**config.mk**
```make
export PLATFORM = sky130hd
export DESIGN_NAME = mp_addsub_seq
export DESIGN_NICKNAME = d
export VERILOG_FILES = /design/src/rtl/mp_pkg.sv /design/src/rtl/mp_chunk_add.sv /design/src/rtl/mp_addsub_seq.sv
export SDC_FILE = /design/constraint.sdc
export NUM_CORES = 2
export LEC_CHECK = 0
export CORE_AREA = 10 10 599 601
export CTS_CLUSTER_SIZE = 12
export DETAILED_ROUTE_END_ITERATION = 8
export DIE_AREA = 0 0 609 611
export RECOVER_POWER = 100
export SYNTH_ARGS = -nofsm -noshare
export SYNTH_HDL_FRONTEND = slang
export SYNTH_SLANG_ARGS = --single-unit
```
**constraint.sdc**
```tcl
create_clock -name clk -period 5.2 [get_ports clk]
set_input_delay 1.04 -clock clk [delete_from_list [all_inputs] [get_ports clk]]
set_output_delay 1.04 -clock clk [all_outputs]
set_load 0.01 [all_outputs]
```
**src/rtl/mp_pkg.sv**
```systemverilog
// Shared encodings and helpers for the multi-precision add/sub datapath.
package mp_pkg;

    typedef enum logic [1:0] {
        MODE_ADD  = 2'b00,
        MODE_SUB  = 2'b01,
        MODE_CSUB = 2'b10,
        MODE_RSVD = 2'b11
    } mode_e;

    typedef enum logic [1:0] {
        ST_IDLE = 2'b00,
        ST_RUN  = 2'b01,
        ST_DONE = 2'b10
    } state_e;

    // Slice index width; at least one bit so a single-slice build still has an index.
    function automatic int unsigned idx_width(input int unsigned n);
        return (n > 1) ? $clog2(n) : 1;
    endfunction

endpackage

```
**src/rtl/mp_chunk_add.sv**
```systemverilog
// Combinational CHUNK-bit adder with optional B inversion for two's-complement subtract.
module mp_chunk_add #(
    parameter int unsigned CHUNK = 128
) (
    input  logic [CHUNK-1:0] a,
    input  logic [CHUNK-1:0] b,
    input  logic             inv_b,
    input  logic             cin,
    output logic [CHUNK-1:0] sum,
    output logic             cout
);

    logic [CHUNK-1:0] b_eff;

    always_comb begin
        b_eff       = inv_b ? ~b : b;
        {cout, sum} = {1'b0, a} + {1'b0, b_eff} + {{CHUNK{1'b0}}, cin};
    end

endmodule

```
**src/rtl/mp_addsub_seq.sv**
```systemverilog
// Sequential multi-precision add / sub / conditional-sub, one CHUNK-bit slice per cycle
// through a single shared adder, with a start/done handshake.
module mp_addsub_seq
    import mp_pkg::*;
#(
    parameter int unsigned WIDTH = 512,
    parameter int unsigned CHUNK = 128
) (
    input  logic             clk,
    input  logic             resetn,
    input  logic             start,
    input  logic [1:0]       mode,
    input  logic [WIDTH-1:0] in_a,
    input  logic [WIDTH-1:0] in_b,
    output logic             busy,
    output logic             done,
    output logic [WIDTH-1:0] result,
    output logic             carry_out
);

    localparam int unsigned NCHUNK = WIDTH / CHUNK;
    localparam int unsigned IDXW   = idx_width(NCHUNK);
    localparam logic [IDXW-1:0] LAST_IDX = IDXW'(NCHUNK - 1);

    if (WIDTH % CHUNK != 0) begin : g_bad_chunk
        $error("mp_addsub_seq: WIDTH must be a multiple of CHUNK");
    end

    state_e           state_q, state_d;
    logic [IDXW-1:0]  idx_q, idx_d;
    logic             cin_q, cin_d;
    mode_e            mode_q, mode_d;
    logic [WIDTH-1:0] a_q, a_d;
    logic [WIDTH-1:0] b_q, b_d;
    logic [WIDTH-1:0] result_q, result_d;
    logic             carry_q, carry_d;

    logic [CHUNK-1:0] a_slice, b_slice, sum;
    logic             cout;
    logic             sub_run;
    logic             accept;

    assign sub_run = (mode_q == MODE_SUB) || (mode_q == MODE_CSUB);
    assign a_slice = a_q[idx_q*CHUNK +: CHUNK];
    assign b_slice = b_q[idx_q*CHUNK +: CHUNK];

    mp_chunk_add #(
        .CHUNK (CHUNK)
    ) u_chunk_add (
        .a     (a_slice),
        .b     (b_slice),
        .inv_b (sub_run),
        .cin   (cin_q),
        .sum   (sum),
        .cout  (cout)
    );

    always_comb begin
        state_d  = state_q;
        idx_d    = idx_q;
        cin_d    = cin_q;
        mode_d   = mode_q;
        a_d      = a_q;
        b_d      = b_q;
        result_d = result_q;
        carry_d  = carry_q;
        accept   = 1'b0;

        case (state_q)
            ST_IDLE: begin
                accept = start;
            end
            ST_RUN: begin
                result_d[idx_q*CHUNK +: CHUNK] = sum;
                cin_d = cout;
                idx_d = idx_q + IDXW'(1);
                if (idx_q == LAST_IDX) begin
                    state_d = ST_DONE;
                    idx_d   = '0;
                    carry_d = sub_run ? ~cout : cout;
                    // A borrow out of the top slice means A < M: keep A unreduced.
                    if ((mode_q == MODE_CSUB) && !cout) begin
                        result_d = a_q;
                    end
                end
            end
            ST_DONE: begin
                accept = start;
                if (!start) begin
                    state_d = ST_IDLE;
                end
            end
            default: begin
                state_d = ST_IDLE;
            end
        endcase

        if (accept) begin
            state_d = ST_RUN;
            a_d     = in_a;
            b_d     = in_b;
            mode_d  = mode_e'(mode);
            idx_d   = '0;
            cin_d   = (mode == MODE_SUB) || (mode == MODE_CSUB);
        end
    end

    always_ff @(posedge clk) begin
        if (!resetn) begin
            state_q  <= ST_IDLE;
            idx_q    <= '0;
            cin_q    <= 1'b0;
            mode_q   <= MODE_ADD;
            a_q      <= '0;
            b_q      <= '0;
            result_q <= '0;
            carry_q  <= 1'b0;
        end else begin
            state_q  <= state_d;
            idx_q    <= idx_d;
            cin_q    <= cin_d;
            mode_q   <= mode_d;
            a_q      <= a_d;
            b_q      <= b_d;
            result_q <= result_d;
            carry_q  <= carry_d;
        end
    end

    assign busy      = (state_q == ST_RUN);
    assign done      = (state_q == ST_DONE);
    assign result    = result_q;
    assign carry_out = carry_q;

endmodule

```
# Word-level counts from Yosys, hierarchy flattened
# Index checks and enable logic that the tools add are counted.
# Widths: inputs -> output; s select.
[totals] register_bits=1544 input_bits=1029 word_cells=57 output_inout_bits=515
[op_classes] shifts=4 n_addsub=4 muxes=13 reduce_logical=11 n_eq_ne=12 bitwise_logic=4
[ops] operator="$mux 512" count=2
[ops] operator="$shiftx 512x10->128" count=2
[ops] operator="$bwmux 512" count=1
[ops] operator="$shift 128x34->512 const A" count=1
[ops] operator="$shiftx 128x34->512" count=1
[ops] operator="$add 128x128->129" count=1
[ops] operator="$add 129x1->129" count=1
[ops] operator="$mux 128" count=1
[ops] operator="$not 128->128" count=1
[ops] operator="$neg 9->34" count=1
[ops] operator="$eq 2x2->1 const B" count=4
[ops] operator="$eq 2x1->1 const B" count=3
[ops] operator="$mux 2" count=3
[ops] operator="$pmux 2 s3" count=1
[ops] operator="$reduce_and 3->1" count=2
[ops] operator="$mux 1" count=5
[ops] operator="$ne 2x2->1 const B" count=2
[ops] operator="$reduce_or 2->1" count=2
[ops] operator="$ne 3x1->1 const B" count=1
[ops] operator="$ne 3x2->1 const B" count=1
[ops] operator="$not 1->1" count=3
[ops] operator="$add 2x1->2 const B" count=1
[ops] operator="$logic_not 2->1" count=1
[ops] operator="$logic_or 1x1->1" count=2
[ops] operator="5 further kinds" count=5

# Logic depth before layout (Yosys ltp)
[depth] ltp_word=9 depth_mapped=23 mapped_depth_nobuf=18

# Modules after synthesis
# From an unflattened synthesis, not the netlist that was laid out.
[hier_totals] hier_cells=9234 area_unflattened_um2=76973.8
[by_module_without_submodules] mod="mp_addsub_seq" area_each_um2=67119.4 seq_area_each_um2=30909.6 cells_each=7732 instances=1
[by_module_without_submodules] mod="mp_chunk_add" area_each_um2=9854.5 seq_area_each_um2=0.0 cells_each=1502 instances=1

# Least setup slack after synthesis
# No wires, ideal clock.
[synth_path] kind="register -> register" from="register idx_q[0]" to="register result_q[505] (netlist: result[505])" n_path_buf=5 arrival_time_ps=5319 path_slack_ps=-240 path_stages_with_launch=20 required_time_ps=5078 period_less_slack_ps=5440 setup_ps=122 path_cell_list="dfxtp_1 clkbuf_1 clkbuf_1 clkbuf_1 buf_1 mux4_2 ha_1 buf_6 a21oi_2 o21ai_1 a221o_1 a21o_1 a21o_1 nor4b_2 or4_4 a31oi_2 a41oi_1 xnor2_1 a21oi_2 a221o_1"
[synth_between] elab_chain_len=9 elab_cells_between_ends=15 classes_between="add/sub (3); eq/ne (1); shift (4); mux (4); bitwise (1); reduce/logical (2)"
[synth_rtl] element="start, declared" line="mp_addsub_seq.sv:30" rtl="logic [IDXW-1:0] idx_q, idx_d;"
[synth_rtl] element="start signal, assigned" line="mp_addsub_seq.sv:120" rtl="idx_q <= idx_d;"
[synth_rtl] element="$shiftx 512x10->128" line="mp_addsub_seq.sv:45" rtl="assign b_slice = b_q[idx_q*CHUNK +: CHUNK];"
[synth_rtl] element="$not 128->128" line="mp_chunk_add.sv:16" rtl="b_eff = inv_b ? ~b : b;"
[synth_rtl] element="$mux 128" line="mp_chunk_add.sv:16"
[synth_rtl] element="$add 128x128->129" line="mp_chunk_add.sv:17" rtl="{cout, sum} = {1'b0, a} + {1'b0, b_eff} + {{CHUNK{1'b0}}, cin};"
[synth_rtl] element="$add 129x1->129" line="mp_chunk_add.sv:17"
[synth_rtl] element="$shiftx 128x34->512 or $logic_not 1->1 (tied branches)" line="mp_addsub_seq.sv:74, mp_addsub_seq.sv:82"
[synth_rtl] element="$bwmux 512 or $logic_and 1x1->1 (tied branches)" line="mp_addsub_seq.sv:74, mp_addsub_seq.sv:82"
[synth_rtl] element="$mux 512" line="mp_addsub_seq.sv:82" rtl="if ((mode_q == MODE_CSUB) && !cout) begin"
[synth_rtl] element="$mux 512 (*)" line="mp_addsub_seq.sv:77" rtl="if (idx_q == LAST_IDX) begin"
[synth_rtl] element="end signal, assigned" line="mp_addsub_seq.sv:125" rtl="result_q <= result_d;"
[synth_rtl] element="end, declared" line="mp_addsub_seq.sv:35" rtl="logic [WIDTH-1:0] result_q, result_d;"
# Mark *: on every way between the ends. The rest lies on a longest branch, timed or not.
# A chain may end at the register's enable or synchronous reset.

# Worst setup path after layout
[layout_path] from="register idx_q[0]" to="register result_q[377] (netlist: result[377])"
# Same word-level chain as after synthesis.

==> impl_metrics.py <==
metrics = {
    "sta": {
        "skew_ns": 0.0928,
        "max_freq_ghz": 0.190,
        "fin_crit_sh_pct": 101,
        "final_max_slew_viol_count": 502,
        "rsz0062_at_grt": "true",
        "worst_pin_slew_ns": 3.11,
        "final-hold-violation-count": 0,
        "setup_viol": 6,
        "min_period_ns": 5.25,
        "whs_ns": 0.441,
        "fin_tns_setup_ns": -0.153,
        "max_slew_margin_pct": -107,
        "finalWorstSetupSlack_ns": -0.0515,
    },
    "yosys": {
        "synth_mux_area_share_pct": 7.68,
        "synth_top_family_by_area": "compound AO/OA/AOI/OAI gates",
        "synth_compound_area_share_pct": 23.4,
        "synth-xor-area-share_pct": 2.87,
        "synth_simple_gate_area_share_pct": 18.2,
        "yosysTopAreaCell": "dfxtp_1",
        "ys_types": 100,
        "synthCells": 9633,
        "yosys_warnings": 0,
        "ys.flop_type": "dfxtp_1",
        "synthTopCellsByArea": "dfxtp_1 (40%), nand2_1 (13%), a21oi_1 (11%), mux4_2 (7.6%), clkbuf_1 (3.3%)",
        "syn_avg_cell_area_um2": 7.92,
        "syn_nets": 10800,
        "synth_edf_count": 0,
        "ys_seq_area_share_pct": 40.5,
        "ys_seq_elements": 1544,
        "synth_top_area_share_pct": 40.5,
        "netlist_area_um2": 76300,
        "async_reset_ff_share_pct": 0,
        "synth_adder_area_share_pct": 2.25,
    },
    "critical_path": {
        "slowest_delay_ns": 0.62,
        "critPathRequiredTime_ns": 5.99,
        "crit_path_frequent_cell": "buf_4",
        "crit_path_start_kind": "register",
        "crit_chain": "buf_12, buf_12, buf_4, buf_4, mux4_2, ha_2, a21oi_2, o21ai_1, a221o_1, a21o_1, a21o_1, nor4b_4, or4_4, a31oi_4, buf_6, buf_4, a41oi_4, xnor2_4, a21oi_4, a221o_1",
        "worstPathMaxFanout": 5,
        "slowest_stage": "mux4_2",
        "end_kind": "register",
        "cp.arrival_ns": 6.05,
        "critPathKind": "reg2reg",
    },
    "global_route": {
        "grt_antenna_before_repair": 248,
        "grt_pass1_vias": 80400,
        "gr-total-overflow": 0,
        "grt_max_degree": 218,
        "grt_first_pass_wirelength_mm": 731,
        "track_usage_pct": 28.2,
    },
    "placed_design": {
        "gp_congestion": 0.977,
        "placed_cells": 16000,
        "port_buffers": 1543,
        "dpl.hpwl_mm": 445,
    },
    "finish": {
        "fin_util_pct": 33.5,
        "synthToLayoutAreaGrowth_pct": 51.7,
        "layout.nets": 13000,
        "layoutNonFillerInstCount": 16600,
        "drive_gt1_share_pct": 18.7,
    },
    "routing": {
        "vias": 86900,
        "drtPass1Iterations": 9,
        "route.met2.wl_mm": 257,
        "wl_per_cell_um": 34.1,
        "drtAntennaViolNets": 0,
        "drc_errors": 0,
        "dr.first_iter.drc_count": 10500,
        "wl_met1_mm": 210,
        "routed-wl-met3_mm": 57.1,
        "via_per_inst": 5.22,
        "routed_wl_mm": 568,
        "highest_layer": "met5",
    },
    "flow_run": {
        "max-cap-violations": 7,
    },
    "min_path": {
        "hp-class": "reg2reg",
    },
    "clocking": {
        "clock_latency_ns": 0.94,
        "cts-root-buf": "clkbuf_16",
        "cts_num_sinks": 1544,
        "hold_buffers": 0,
        "clk_pin_slew_ns": 0.06,
        "cts_tree": "done",
        "clockBufferDepth": 4,
        "numCtsBuffers": 191,
        "cts-htree-levels": 4,
    },
    "floorplanning": {
        "dieHeight_um": 611,
        "start_util_pct": 22.1,
        "die_x_um": 609,
        "ios": 1544,
        "core_um2": 346000,
        "fp.dieArea_um2": 372000,
        "num_rows": 216,
    },
    "power_and_ir_drop": {
        "power_density_nw_per_um2": 319,
        "p_leak_uw": 0.0445,
        "ir_worst_vdd_uv": 260,
        "power_uw": 36900,
    },
    "run_status": {
        "violations": "max-capacitance violations, max-slew violations, negative setup slack",
        "outcome": "complete, but fails checks",
    },
}
## cell families after synthesis
group                    count (synthesis)
buffers and inverters                  994
adder cells (fa/ha/maj)                136
XOR/XNOR                               250
AO/OA/AOI/OAI                         2983
flip-flops                            1544
AND/OR/NAND/NOR                       3461
multiplexers                           265
## worst max-delay path, delay by kind of cell (launching register included)
family          cells  cell delay [ns]
simple gates        2             0.89
mux                 1             0.62
buf+inv             6             0.92
compound gates      9             1.93
flops               1             0.37
xor+xnor            1             0.18
fa+ha+maj           1             0.24
## layout by cell type, fill, tap and decap left out, drive strengths merged, types with 59 or more instances in the layout
cell type      instances
a221o                 59
diode                100
o211ai               207
dfxtp               1544
o221ai               123
buf                 1219
dlygate4sd3          514
mux4                 256
nand3                 77
xnor2                196
inv                  165
nand4                 85
clkdlybuf4s50       1028
a221oi                93
clkbuf               335
o22ai                 89
o21ai                427
nor3                 122
ha                   134
nand2               2629
a21oi               1628
nor2                 396
## cell usage after synthesis, drive strengths merged (85+ instances only)
cell type,number
nor3,122
o21ai,427
mux4,256
o22ai,89
a221oi,93
buf,170
xnor2,196
dfxtp,1544
nand4,85
ha,134
o221ai,123
nor2,396
nand2,2629
clkbuf,671
o211ai,207
a21oi,1628
inv,152
## cell type report
cell class,instances,area [um^2]
diodes,100,250
clock buffers,274,5520
fillers,36500,230000
clock inverters,71,878
repair buffers,2823,27800
flip-flops and latches,1544,30900
multi-input cells,7095,44100
well taps,4578,5730
inverters,153,609
## metrics by stage
stage / instance area [um^2] / setup slack, ns
2_1_floorplan: 76300 / 0.000949
3_3_place_gp: 104000 / -0.964
3_5_place_dp: 104000 / -0.967
4_1_cts: 112000 / 0.0000542
5_1_grt: 116000 / -0.146
6_report: 116000 / -0.0515
## report_power, final
part           switching [uW]  total (uW)  leakage (uW)  internal, uW
sequential                596       13000        0.0126         12500
combinational            5720        9820        0.0287          4110
clock                    5970       14000       0.00315          8060
total                   12300       36900        0.0445         24600
## what timing repair did
action | CTS | global route
pin swaps | 34 | 137
cloned | 3 | 52
endpoints found under the setup margin | 514 | 495
setup buffers | 28 | 99
gates resized for setup | 156 | 445
## routing by layer
metal	track usage, %	up-vias
met3	8.84	1324
li1	-	38400
met1	32.4	42200
met5	0	-
met4	16.5	90
met2	46.0	4882
## sequential cells by signal (all words and copies together) (netlist names)
name       flops
a_q          512
b_q          512
carry_out      1
cin_q          1
idx_q          2
mode_q         2
result       512
state_q        2
## worst paths after layout
path / startpoint / end / slack [ns] / depth (start not counted)
max: idx_q[0] / result[377] / -0.05 / 20
min: result[345] / result[345] / 0.44 / 2
max reg2reg: idx_q[0] / result[377] / -0.05 / 20
min reg2reg: result[345] / result[345] / 0.44 / 2
(Power assumes the default switching activity.)
